--- config.mk ---
export PLATFORM = sky130hd
export DESIGN_NAME = arb8_rr
export DESIGN_NICKNAME = d
export VERILOG_FILES = /design/src/rtl/arb8_rr_pkg.sv /design/src/rtl/arb8_rr_pick8.sv /design/src/rtl/arb8_rr.sv
export SDC_FILE = /design/constraint.sdc
export NUM_CORES = 1
export LEC_CHECK = 0
export ABC_CLOCK_PERIOD_IN_PS = 5300
export BUFFER_PORTS_ARGS = -buffer_cell sky130_fd_sc_hd__buf_2
export CORE_ASPECT_RATIO = 0.8
export CORE_UTILIZATION = 55
export DETAILED_ROUTE_END_ITERATION = 10
export GPL_TIMING_DRIVEN = 0
export PLACE_DENSITY = 0.77
export REMOVE_ABC_BUFFERS = 1
export SLEW_MARGIN = 20
export SYNTH_ARGS = -nofsm -noshare
export SYNTH_HDL_FRONTEND = slang
export SYNTH_HIERARCHICAL = 1
export SYNTH_SLANG_ARGS = --single-unit
export TNS_END_PERCENT = 5
--- constraint.sdc ---
create_clock -name i_clk -period 5.3 [get_ports i_clk]
set_clock_uncertainty 0.15 [all_clocks]
set_input_delay 0.265 -clock i_clk [delete_from_list [all_inputs] [get_ports i_clk]]
set_output_delay 0.265 -clock i_clk [all_outputs]
set_load 0.05 [all_outputs]
--- src/rtl/arb8_rr_pkg.sv ---
// Shared definitions for the 8-requester round-robin arbiter.
// No logic of its own; constants, state encoding and a one-hot helper.
// Optional forced release is controlled in arb8_rr by the ARB8_TIMEOUT_EN macro.
package arb8_rr_pkg;

    localparam int NUM_REQ = 8;
    localparam int SEL_W   = 3;

    typedef enum logic {
        ST_IDLE  = 1'b0,
        ST_GRANT = 1'b1
    } state_t;

    // One-hot expansion of an owner index (the DMUX8WAY function with in=1).
    function automatic logic [NUM_REQ-1:0] onehot8(input logic [SEL_W-1:0] s);
        logic [NUM_REQ-1:0] v;
        v    = '0;
        v[s] = 1'b1;
        return v;
    endfunction

endpackage

--- src/rtl/arb8_rr_pick8.sv ---
// Rotate-priority picker: first set request at or after i_ptr, wrapping 7 -> 0.
// Latency: purely combinational.
// Backpressure: none; o_any low means o_idx is don't-care (returns i_ptr).
module rr_pick8
    import arb8_rr_pkg::*;
(
    input  logic [NUM_REQ-1:0] i_req,
    input  logic [SEL_W-1:0]   i_ptr,
    output logic               o_any,
    output logic [SEL_W-1:0]   o_idx
);

    logic [SEL_W-1:0] w_cand;

    // Scan from the farthest offset down to offset 0 so the nearest hit wins.
    always_comb begin
        o_any  = |i_req;
        o_idx  = i_ptr;
        w_cand = '0;
        for (int k = NUM_REQ - 1; k >= 0; k--) begin
            w_cand = i_ptr + SEL_W'(k);
            if (i_req[w_cand]) begin
                o_idx = w_cand;
            end
        end
    end

endmodule

--- src/rtl/arb8_rr.sv ---
// Round-robin arbiter for 8 requesters; holds grant until done, abandon or (ARB8_TIMEOUT_EN) timeout.
// Latency: grant registered one edge after req; back-to-back regrant on the release edge.
// Backpressure: owner is held until release; other requesters wait, no combinational req->out path.
module arb8_rr
    import arb8_rr_pkg::*;
#(
    parameter int MAX_HOLD = 16
)(
    input  logic               i_clk,
    input  logic               i_reset,
    input  logic [NUM_REQ-1:0] i_req,
    input  logic               i_done,
    output logic [NUM_REQ-1:0] o_grant,
    output logic [SEL_W-1:0]   o_sel,
    output logic               o_busy,
    output logic               o_timeout
);

    state_t             r_state;
    state_t             w_nxt_state;
    logic [SEL_W-1:0]   r_sel;
    logic [SEL_W-1:0]   w_nxt_sel;
    logic [SEL_W-1:0]   r_ptr;
    logic [SEL_W-1:0]   w_nxt_ptr;
    logic [NUM_REQ-1:0] r_grant;
    logic [SEL_W-1:0]   w_pick_ptr;
    logic [SEL_W-1:0]   w_pick_idx;
    logic               w_pick_any;
    logic               w_force;
    logic               w_release;
    logic               w_load;

    // While granted the search must start just past the owner, so the picker
    // already sees the post-release pointer and a regrant needs no idle cycle.
    assign w_pick_ptr = (r_state == ST_GRANT) ? (r_sel + SEL_W'(1)) : r_ptr;

    rr_pick8 u_pick (
        .i_req (i_req),
        .i_ptr (w_pick_ptr),
        .o_any (w_pick_any),
        .o_idx (w_pick_idx)
    );

`ifdef ARB8_TIMEOUT_EN
    localparam int CNT_W = $clog2(MAX_HOLD) + 1;

    logic [CNT_W-1:0] r_cnt;
    logic             r_timeout;

    assign w_force = (r_state == ST_GRANT) && (r_cnt == CNT_W'(MAX_HOLD - 1));

    // Hold counter restarts on every new grant; timeout pulses only when done did not win.
    always_ff @(posedge i_clk or posedge i_reset) begin
        if (i_reset) begin
            r_cnt     <= '0;
            r_timeout <= 1'b0;
        end else begin
            r_timeout <= w_force && !i_done;
            if (w_load || (w_nxt_state == ST_IDLE)) begin
                r_cnt <= '0;
            end else begin
                r_cnt <= r_cnt + CNT_W'(1);
            end
        end
    end

    assign o_timeout = r_timeout;
`else
    logic w_unused_cfg;

    assign w_unused_cfg = (MAX_HOLD < 2);
    assign w_force      = 1'b0;
    assign o_timeout    = 1'b0;
`endif

    // Any of done, owner abandoning, or forced release frees the resource.
    assign w_release = i_done || !i_req[r_sel] || w_force;

    // Next-state, owner and pointer selection.
    always_comb begin
        w_nxt_state = r_state;
        w_nxt_sel   = r_sel;
        w_nxt_ptr   = r_ptr;
        w_load      = 1'b0;
        case (r_state)
            ST_IDLE: begin
                if (w_pick_any) begin
                    w_nxt_state = ST_GRANT;
                    w_nxt_sel   = w_pick_idx;
                    w_load      = 1'b1;
                end
            end
            ST_GRANT: begin
                if (w_release) begin
                    w_nxt_ptr = r_sel + SEL_W'(1);
                    if (w_pick_any) begin
                        w_nxt_sel = w_pick_idx;
                        w_load    = 1'b1;
                    end else begin
                        w_nxt_state = ST_IDLE;
                    end
                end
            end
            default: begin
                w_nxt_state = ST_IDLE;
            end
        endcase
    end

    // State, owner, pointer and decoded grant registers.
    always_ff @(posedge i_clk or posedge i_reset) begin
        if (i_reset) begin
            r_state <= ST_IDLE;
            r_sel   <= '0;
            r_ptr   <= '0;
            r_grant <= '0;
        end else begin
            r_state <= w_nxt_state;
            r_sel   <= w_nxt_sel;
            r_ptr   <= w_nxt_ptr;
            r_grant <= (w_nxt_state == ST_GRANT) ? onehot8(w_nxt_sel) : '0;
        end
    end

    assign o_grant = r_grant;
    assign o_sel   = r_sel;
    assign o_busy  = (r_state == ST_GRANT);

endmodule
* Word level (Yosys, flattened, before mapping)
Index checks and enable logic that the tools add are counted.
Storage, ports and cells: input bits 11, logic and storage cells 65, output and inout bits 13, bits in registers 15
Cells by class: magnitude comparators 11, bitwise logic cells 1, reduce and logical (&&, ||, !) cells 5, muxes and demuxes 36, $add $sub $neg 8
Operators by type and width (count):
- $lt A3 B4 Y1 const B | 10
- $mux W3 | 11
- $bmux W1 S3 | 9
- $add A3 B3 Y3 const B | 4
- $mux W1 | 12
- $mux W8 | 1
- $reduce_or A8 Y1 | 1
- $add A3 B1 Y3 const B | 2
- $add A3 B2 Y3 const B | 2
- $pmux W3 S2 | 1
- $demux W1 S3 | 1
- $ge A3 B1 Y1 const B | 1
- $pmux W1 S2 | 1
- $reduce_and A2 Y1 | 1
- $logic_and A1 B1 Y1 | 1
- $logic_not A1 Y1 | 1
- $logic_or A1 B1 Y1 | 1
- $not A1 Y1 | 1

* Depth between registers and ports, before layout
Gate-level depths: netlist of run 1.
depth in word-level cells 21, gate-level depth with buffers 18, mapped depth without buffers 14

* By module
The synthesis of run 1 kept the hierarchy.
Modules (own cells, without submodules):
- arb8_rr | area an instance 909.6 um^2, cells an instance 86, times used 1, sequential area each 375.4 um^2
- rr_pick8 | area an instance 874.6 um^2, cells an instance 94, times used 1, sequential area each 0.0 um^2

* Worst setup path after synthesis of run 1
No wires, ideal clock.
path kind register to register, start point register r_sel[1], in the netlist o_sel[1], end point register r_grant[3], in the netlist o_grant[3], setup slack 1.055 ns, data required time 5.049 ns, clock period less this slack 4.245 ns, path buffers 3, cell stages (with the launch flop) 17, arrival 3.995 ns, setup time 0.101 ns, path through dfrtp_1 -> ha_1 -> mux2_2 -> buf_6 -> clkbuf_1 -> inv_1 -> ha_1 -> clkbuf_1 -> mux4_2 -> mux2i_4 -> o21ai_1 -> a31oi_1 -> o211ai_1 -> a221oi_2 -> nand2_1 -> a31o_2 -> o32ai_1
On the way: longest elaborated chain between the ends 21, elaborated cells between the ends (all ways) 48, classes of those cells add/sub: 8; order compare: 2; mux: 35; reduce/logical: 3
Ends and longest elaborated chain:
- start, declared | RTL line arb8_rr.sv:21 | logic [SEL_W-1:0] r_sel;
- start signal, assigned | RTL line arb8_rr.sv:119 | r_sel <= w_nxt_sel;
- $add A3 B1 Y3 (*) | RTL line arb8_rr.sv:35 | assign w_pick_ptr = (r_state == ST_GRANT) ? (r_sel + SEL_W'(1)) : r_ptr;
- $mux W3 (*) | RTL line arb8_rr.sv:35
- named net w_pick_ptr[1] | RTL line arb8_rr.sv:26 | logic [SEL_W-1:0] w_pick_ptr;
- $add A3 B3 Y3 | RTL line arb8_rr_pick8.sv:21 | w_cand = i_ptr + SEL_W'(k);
- $bmux W1 S3 | RTL line arb8_rr_pick8.sv:22 | if (i_req[w_cand]) begin
- $mux W1 (not written as such) | RTL line arb8_rr_pick8.sv:22
- $mux W3 (7 in series) | RTL line arb8_rr_pick8.sv:22
- $mux W3 (*) | RTL line arb8_rr_pick8.sv:22
- named net w_pick_idx[1] | RTL line arb8_rr.sv:27 | logic [SEL_W-1:0] w_pick_idx;
- $mux W3 (*) | RTL line arb8_rr.sv:87, arb8_rr.sv:96
- $mux W3 | RTL line arb8_rr.sv:94 | if (w_release) begin
- $pmux W3 S2 (*) | RTL line arb8_rr.sv:85 | case (r_state)
- $lt A3 B4 Y1 (not written as such) / $ge A3 B1 Y1 (equally long branches) | RTL line arb8_rr_pkg.sv:18 | v[s] = 1'b1;
- $logic_and A1 B1 Y1 (not written as such) | RTL line arb8_rr_pkg.sv:18
- $mux W1 (not written as such) | RTL line arb8_rr_pkg.sv:18
- $demux W1 S3 (*) | RTL line arb8_rr_pkg.sv:18
- $mux W8 (*) | RTL line arb8_rr.sv:121 | r_grant <= (w_nxt_state == ST_GRANT) ? onehot8(w_nxt_sel) : '0;
- end signal, assigned | RTL line arb8_rr.sv:121
- end, declared | RTL line arb8_rr.sv:25 | logic [NUM_REQ-1:0] r_grant;
Mark *: on every way through the listed nets, which the timed path passes. The rest lies on a longest branch. The select of a mux whose other input is x is not followed. A chain may end at the register's enable or synchronous reset.

* Worst setup path in the final report of run 1
start point register r_sel[0], in the netlist o_sel[0], end point register r_grant[0], in the netlist o_grant[0]
Same word-level chain as after synthesis.

==> flow_summary.toml, run 1 <==
[global_route]
overflow = 0
use_met1_pct = 35.1
use_met2_pct = 36.6
track_usage_pct = 24.4
grt_pass1_vias = 1327
busiest_layer = "met2"
grt_antenna_before_repair = 0
grt_max_degree = 22
grtUsageMet3_pct = 4.74
grt_first_pass_wirelength_um = 6380

[yosys]
yosysTopAreaCellShare_pct = 21.0
yosys.area.top_type = "dfrtp_1"
synthAdderAreaFrac_pct = 2.10
synth_mux_area_share_pct = 32.5
avgSynthCellArea_sq_um = 9.91
yosysWarnings = 6
synth-main-ff-cell = "dfrtp_1"
synth_seq_area_share_pct = 21.0
yosys-top-cells-area = "dfrtp_1 21%, mux4_2 10%, mux2i_1 9.0%"
synth_simple_gate_area_share_pct = 15.8
async_flop_share_pct = 100
syn_area_sq_mm = 0.00178
synth_xor_area_share_pct = 2.38
synth_enable_flop_cells = 0
synth_compound_area_share_pct = 18.9
synth_top_family_by_area = "multiplexers"
synth_cell_type_count = 56
ys_ff_latch = 15
syn_inst = 180

[routing]
drc = 0
routed_wirelength_um = 3900
wl_per_cell_um = 16.5
drtAntennaViolNets = 0
drt-initial-drc-count = 40
routed_via_density = 6.29
vias = 1485
firstDrtPassIters = 4

[place]
gp_congestion = 0.907
dpl.hpwl_um = 2940
placement.io_buffers = 22

[sta]
fmax_ghz = 0.216
slew_headroom_pct = 44.8
slew_violations = 0
min_period_over_period_pct = 87.2
worstMarginPinSlew_ps = 828
rsz0062_at_grt = "no"
hold_violations = 0
setup_viol_count_final = 0
min_period_ps = 4620
hold_ws_ps = 246

[worst_setup_path]
arrival_ps = 4610
crit_type = "flip-flop to flip-flop"
end_kind = "flip-flop"
cp_data_required_time_ps = 5290
r2r_cells = 13
cp-start-kind = "flip-flop"
cp_max_fo = 21

[cts]
cts_resized = 0
clock-sinks = 15
cts_buffer_depth = 2
cts_tree = "done"
path_clk_slew_ps = 60
root_buffer = "clkbuf_8"
numCtsBuffers = 3
cts_max_level = 1
clock_latency_ps = 250

[finish]
drive_above_1_share_pct = 28.6
n_fill_cell = 242
diodes = 0
syn_to_final_growth_pct = 8.70
nets = 211
utilization_pct = 62.9
seqCellArea_sq_um = 375
multi_input_area_sq_mm = 0.00130

[die]
die_x_um = 65.7
core_area_sq_mm = 0.00309
io_pins = 24
num_rows = 18
start_util_pct = 57.8
die_h_um = 52.9
die_area_sq_mm = 0.00348

[job]
max-cap-violations = 0

[min_path]
min_path_cells = 4
hold_class = "input pin to flip-flop"

[outcome]
status = "finished, final reports clean"
==> cells in the mapped netlist, types with 3 or more instances <==
master	number
nor2b_1	4
o22ai_1	4
clkbuf_1	4
mux2_2	5
dfrtp_1	15
mux2i_1	16
buf_6	3
mux2i_4	3
inv_1	13
nand4_1	3
nand3_1	3
ha_1	3
nor2_1	10
nand2_1	20
mux2_1	3
nor3_1	3
o21ai_1	3
a21oi_1	5
buf_4	3
mux4_2	8
==> critical path: stages, from the launching register on <==
cell and delay [ps]:
dfrtp_1 620, ha_1 440, mux2_2 490, inv_1 120
ha_1 500, mux4_2 420, a221oi_1 370, a22o_1 180
nand4_1 80, a21oi_1 480, inv_1 180, nand2_1 140
nor3_1 70, mux2_4 260
==> placed cells by master, fill, tap and decap left out, types with 2 or more instances in the layout <==
master    synthesis  routed
a211oi_1          2       2
a21oi_1           5       5
a22o_1            2       2
a22oi_1           2       2
a31o_1            2       2
a31oi_1           2       2
buf_2             1      22
clkbuf_8          0       3
dfrtp_1          15      15
ha_1              3       3
inv_1            13      13
mux2_1            3       3
mux2_2            5       5
mux2_4            2       2
mux2i_1          16      15
mux2i_4           3       4
mux4_1            2       2
mux4_2            8       8
nand2_1          20      20
nand3_1           3       3
nand4_1           3       3
nor2_1           10       9
nor2b_1           4       4
nor3_1            3       3
nor4_1            2       2
o211ai_1          2       2
o21ai_0           2       2
o21ai_1           3       3
o22ai_1           4       4
o32ai_1           2       2
or3_1             2       2
xor2_1            2       2
==> kinds of logic after synthesis <==
kind of cell	after synthesis
other	1
flip-flops	15
AND/OR/NAND/NOR	55
multiplexers	39
XOR/XNOR	4
AO/OA/AOI/OAI	39
adder cells (fa/ha/maj)	3
buffers and inverters	24
==> metrics by stage <==
step                      cells  worst slack, ps  area (sq um)  setup TNS (ps)
final                       236              676          1940               0
after global placement      231             -104          1870            -104
after floorplan             169              342          1710               0
after global routing        236              461          1940               0
after detailed placement    231              738          1880               0
after CTS                   236              706          1940               0
==> per-layer routing <==
metal / wire, um / part of all wire, %
met1: 1810 / 47
met2: 1810 / 46
met3: 209 / 5.4
met5: 0 / 0
met4: 62 / 1.6
==> timing repair <==
action / 4_1_cts / 5_1_grt
buffers inserted: 0 / 0
hold buffers: 1 / 0
endpoints found under the hold margin: 15 / 0
==> sequential cells by signal, indices dropped and copies added (netlist names) <==
name and flops:
r_ptr 3, o_busy 1, o_grant 8, o_sel 3
==> worst paths after layout <==
path | start | endpoint | slack (ps)
min in group asynchronous | i_reset | o_grant[4]$_DFF_PP0_ | 450
worst max-delay path | o_sel[0]$_DFF_PP0_ | o_grant[0]$_DFF_PP0_ | 680
max in group asynchronous | i_reset | o_sel[2]$_DFF_PP0_ | 4170
worst min-delay path | i_done | o_grant[7]$_DFF_PP0_ | 250
worst max register to register | o_sel[0]$_DFF_PP0_ | o_grant[0]$_DFF_PP0_ | 680
worst min register to register | r_ptr[2]$_DFFE_PP0P_ | r_ptr[2]$_DFFE_PP0P_ | 350
==> cell type report <==
type / count / area share (%)
multi-input combinational: 141 / 67.0
tap: 40 / 2.58
clock inverter: 1 / 0.258
sequential: 15 / 19.4
clock buffer: 3 / 2.13
inverter: 13 / 2.52
timing repair buffer: 23 / 6.19
Power of run 1 is left out: the tool's default activity adds up to more than one toggle a clock period on the data nets, which glitch-free logic cannot reach.
==> run 2, diff against run 1 <==
--- a/config.mk
+++ b/config.mk
@@ -7,12 +7,13 @@
 export LEC_CHECK = 0
 export ABC_CLOCK_PERIOD_IN_PS = 5300
 export BUFFER_PORTS_ARGS = -buffer_cell sky130_fd_sc_hd__buf_2
-export CORE_ASPECT_RATIO = 0.8
-export CORE_UTILIZATION = 55
+export CORE_ASPECT_RATIO = 1.1
+export CORE_UTILIZATION = 48
 export DETAILED_ROUTE_END_ITERATION = 10
 export GPL_TIMING_DRIVEN = 0
-export PLACE_DENSITY = 0.77
+export PLACE_DENSITY = 0.68
 export REMOVE_ABC_BUFFERS = 1
+export SKIP_CTS_REPAIR_TIMING = 1
 export SLEW_MARGIN = 20
 export SYNTH_ARGS = -nofsm -noshare
 export SYNTH_HDL_FRONTEND = slang
==> run 2 against run 1 <==
Hold slack got worse by 9.8 ps. Count of clock-buffer cells in the layout did not move. Non-clock buffer count unchanged. Sequential share of layout area increased by 0.088 points.
==> flow_summary.toml, run 2 (same netlist as run 1, synthesis figures left out) <==
[die]
start_util_pct = 51.9
io_pins = 24
core_area_sq_mm = 0.00344
die_x_um = 60.1
num_rows = 22
die_area_sq_mm = 0.00397
die_h_um = 65.9

[sta]
hold_violations = 0
post-route-worst-setup-slack_ps = 619
setup_viol_count_final = 0
worstMarginPinSlew_ps = 813
min_period_over_period_pct = 88.3
slew_headroom_pct = 44.7
slew_violations = 0
min_period_ps = 4680
rsz0062_at_grt = "no"
fmax_ghz = 0.214

[finish]
seqCellArea_sq_um = 375
largest_register_ffs = 8
multi_input_area_sq_mm = 0.00130
postLayoutCellArea_sq_mm = 0.00193
n_fill_cell = 311
syn_to_final_growth_pct = 8.20
diodes = 0
layout_commonest_cell = "buf_2"
nets = 211
drive_above_1_share_pct = 28.6
final_cell_mix = "22 x buf_2, 20 x nand2_1, 15 x mux2i_1, 15 x dfrtp_1, 13 x inv_1"
final_cell_count_no_fill = 244

[global_route]
track_usage_pct = 22.0
overflow = 0
grt_max_degree = 22
grt_first_pass_wirelength_um = 6620
grt_pass1_vias = 1412
grt_antenna_before_repair = 0

[cts]
cts_buffer_depth = 2
numCtsBuffers = 3
root_buffer = "clkbuf_4"
clock-sinks = 15
clock_latency_ps = 290
cts_tree = "done"
cts_max_level = 1
path_clk_slew_ps = 90

[routing]
vias = 1520
drt-initial-drc-count = 64
drc = 0
firstDrtPassIters = 4
wl_per_cell_um = 16.2
routed_via_density = 6.23
routed_wirelength_um = 3940
drtAntennaViolNets = 0

[place]
place_area_sq_mm = 0.00189
preCtsSetupSlack_ps = 736
dpl.hpwl_um = 2950
placement.io_buffers = 22
dp.cells = 239
gp_congestion = 0.874

[worst_setup_path]
arrival_ps = 4720
cp-start-kind = "flip-flop"
crit_type = "flip-flop to flip-flop"
cp_data_required_time_ps = 5340
cp_max_fo = 21
end_kind = "flip-flop"
reg2reg_slack_ps = 620

[min_path]
hold_class = "input pin to flip-flop"

[job]
max-cap-violations = 0

[outcome]
status = "finished, final reports clean"
==> run 2: final timing paths <==
kind,endpoint,cells past startpoint,startpoint
worst max-delay path,o_grant[0]$_DFF_PP0_,13,o_sel[0]$_DFF_PP0_
worst min-delay path,o_grant[7]$_DFF_PP0_,4,i_done
worst max register to register,o_grant[0]$_DFF_PP0_,13,o_sel[0]$_DFF_PP0_
worst min register to register,r_ptr[1]$_DFFE_PP0P_,1,r_ptr[1]$_DFFE_PP0P_
max in group asynchronous,o_sel[2]$_DFF_PP0_,3,i_reset
min in group asynchronous,o_grant[3]$_DFF_PP0_,3,i_reset
==> run 2: through the flow <==
| stage | hold slack [ps] | TNS [ps] | utilization, % |
|---|---|---|---|
| 5_1_grt | 236 | 0 | 56.1 |
| 4_1_cts | -120 | 0 | 55.8 |
| 6_report | 236 | 0 | 56.1 |
| 3_5_place_dp | 197 | 0 | 55.0 |
| 2_1_floorplan | 16.5 | 0 | - |
| 3_3_place_gp | 178 | -416 | 54.6 |
==> run 2: final cells by class <==
type	count	share of cell area, %
sequential	15	19.4
tap	48	3.11
timing repair buffer	23	6.22
clock buffer	3	1.17
inverter	13	2.53
multi-input combinational	141	67.3
clock inverter	1	0.259
==> run 2: metal layers <==
layer / vias to the layer above / global-route usage, % / share of wire, %
li1: 710 / - / -
met1: 743 / 30.3 / 44
met2: 60 / 36.0 / 51
met3: 7 / 3.52 / 4.6
met4: 0 / 4.65 / 1.0
met5: - / 0 / 0
==> run 2: worst max-delay path, stage by stage (launching register included) <==
cell and delay, ps:
dfrtp_1 630, ha_1 420, mux2_2 490, inv_1 150, ha_1 500, mux4_2 420
a221oi_1 390, a22o_1 190, nand4_1 80, a21oi_1 510, inv_1 190, nand2_1 120
nor3_1 50, mux2_4 260
Power of run 2 is left out for the same reason.
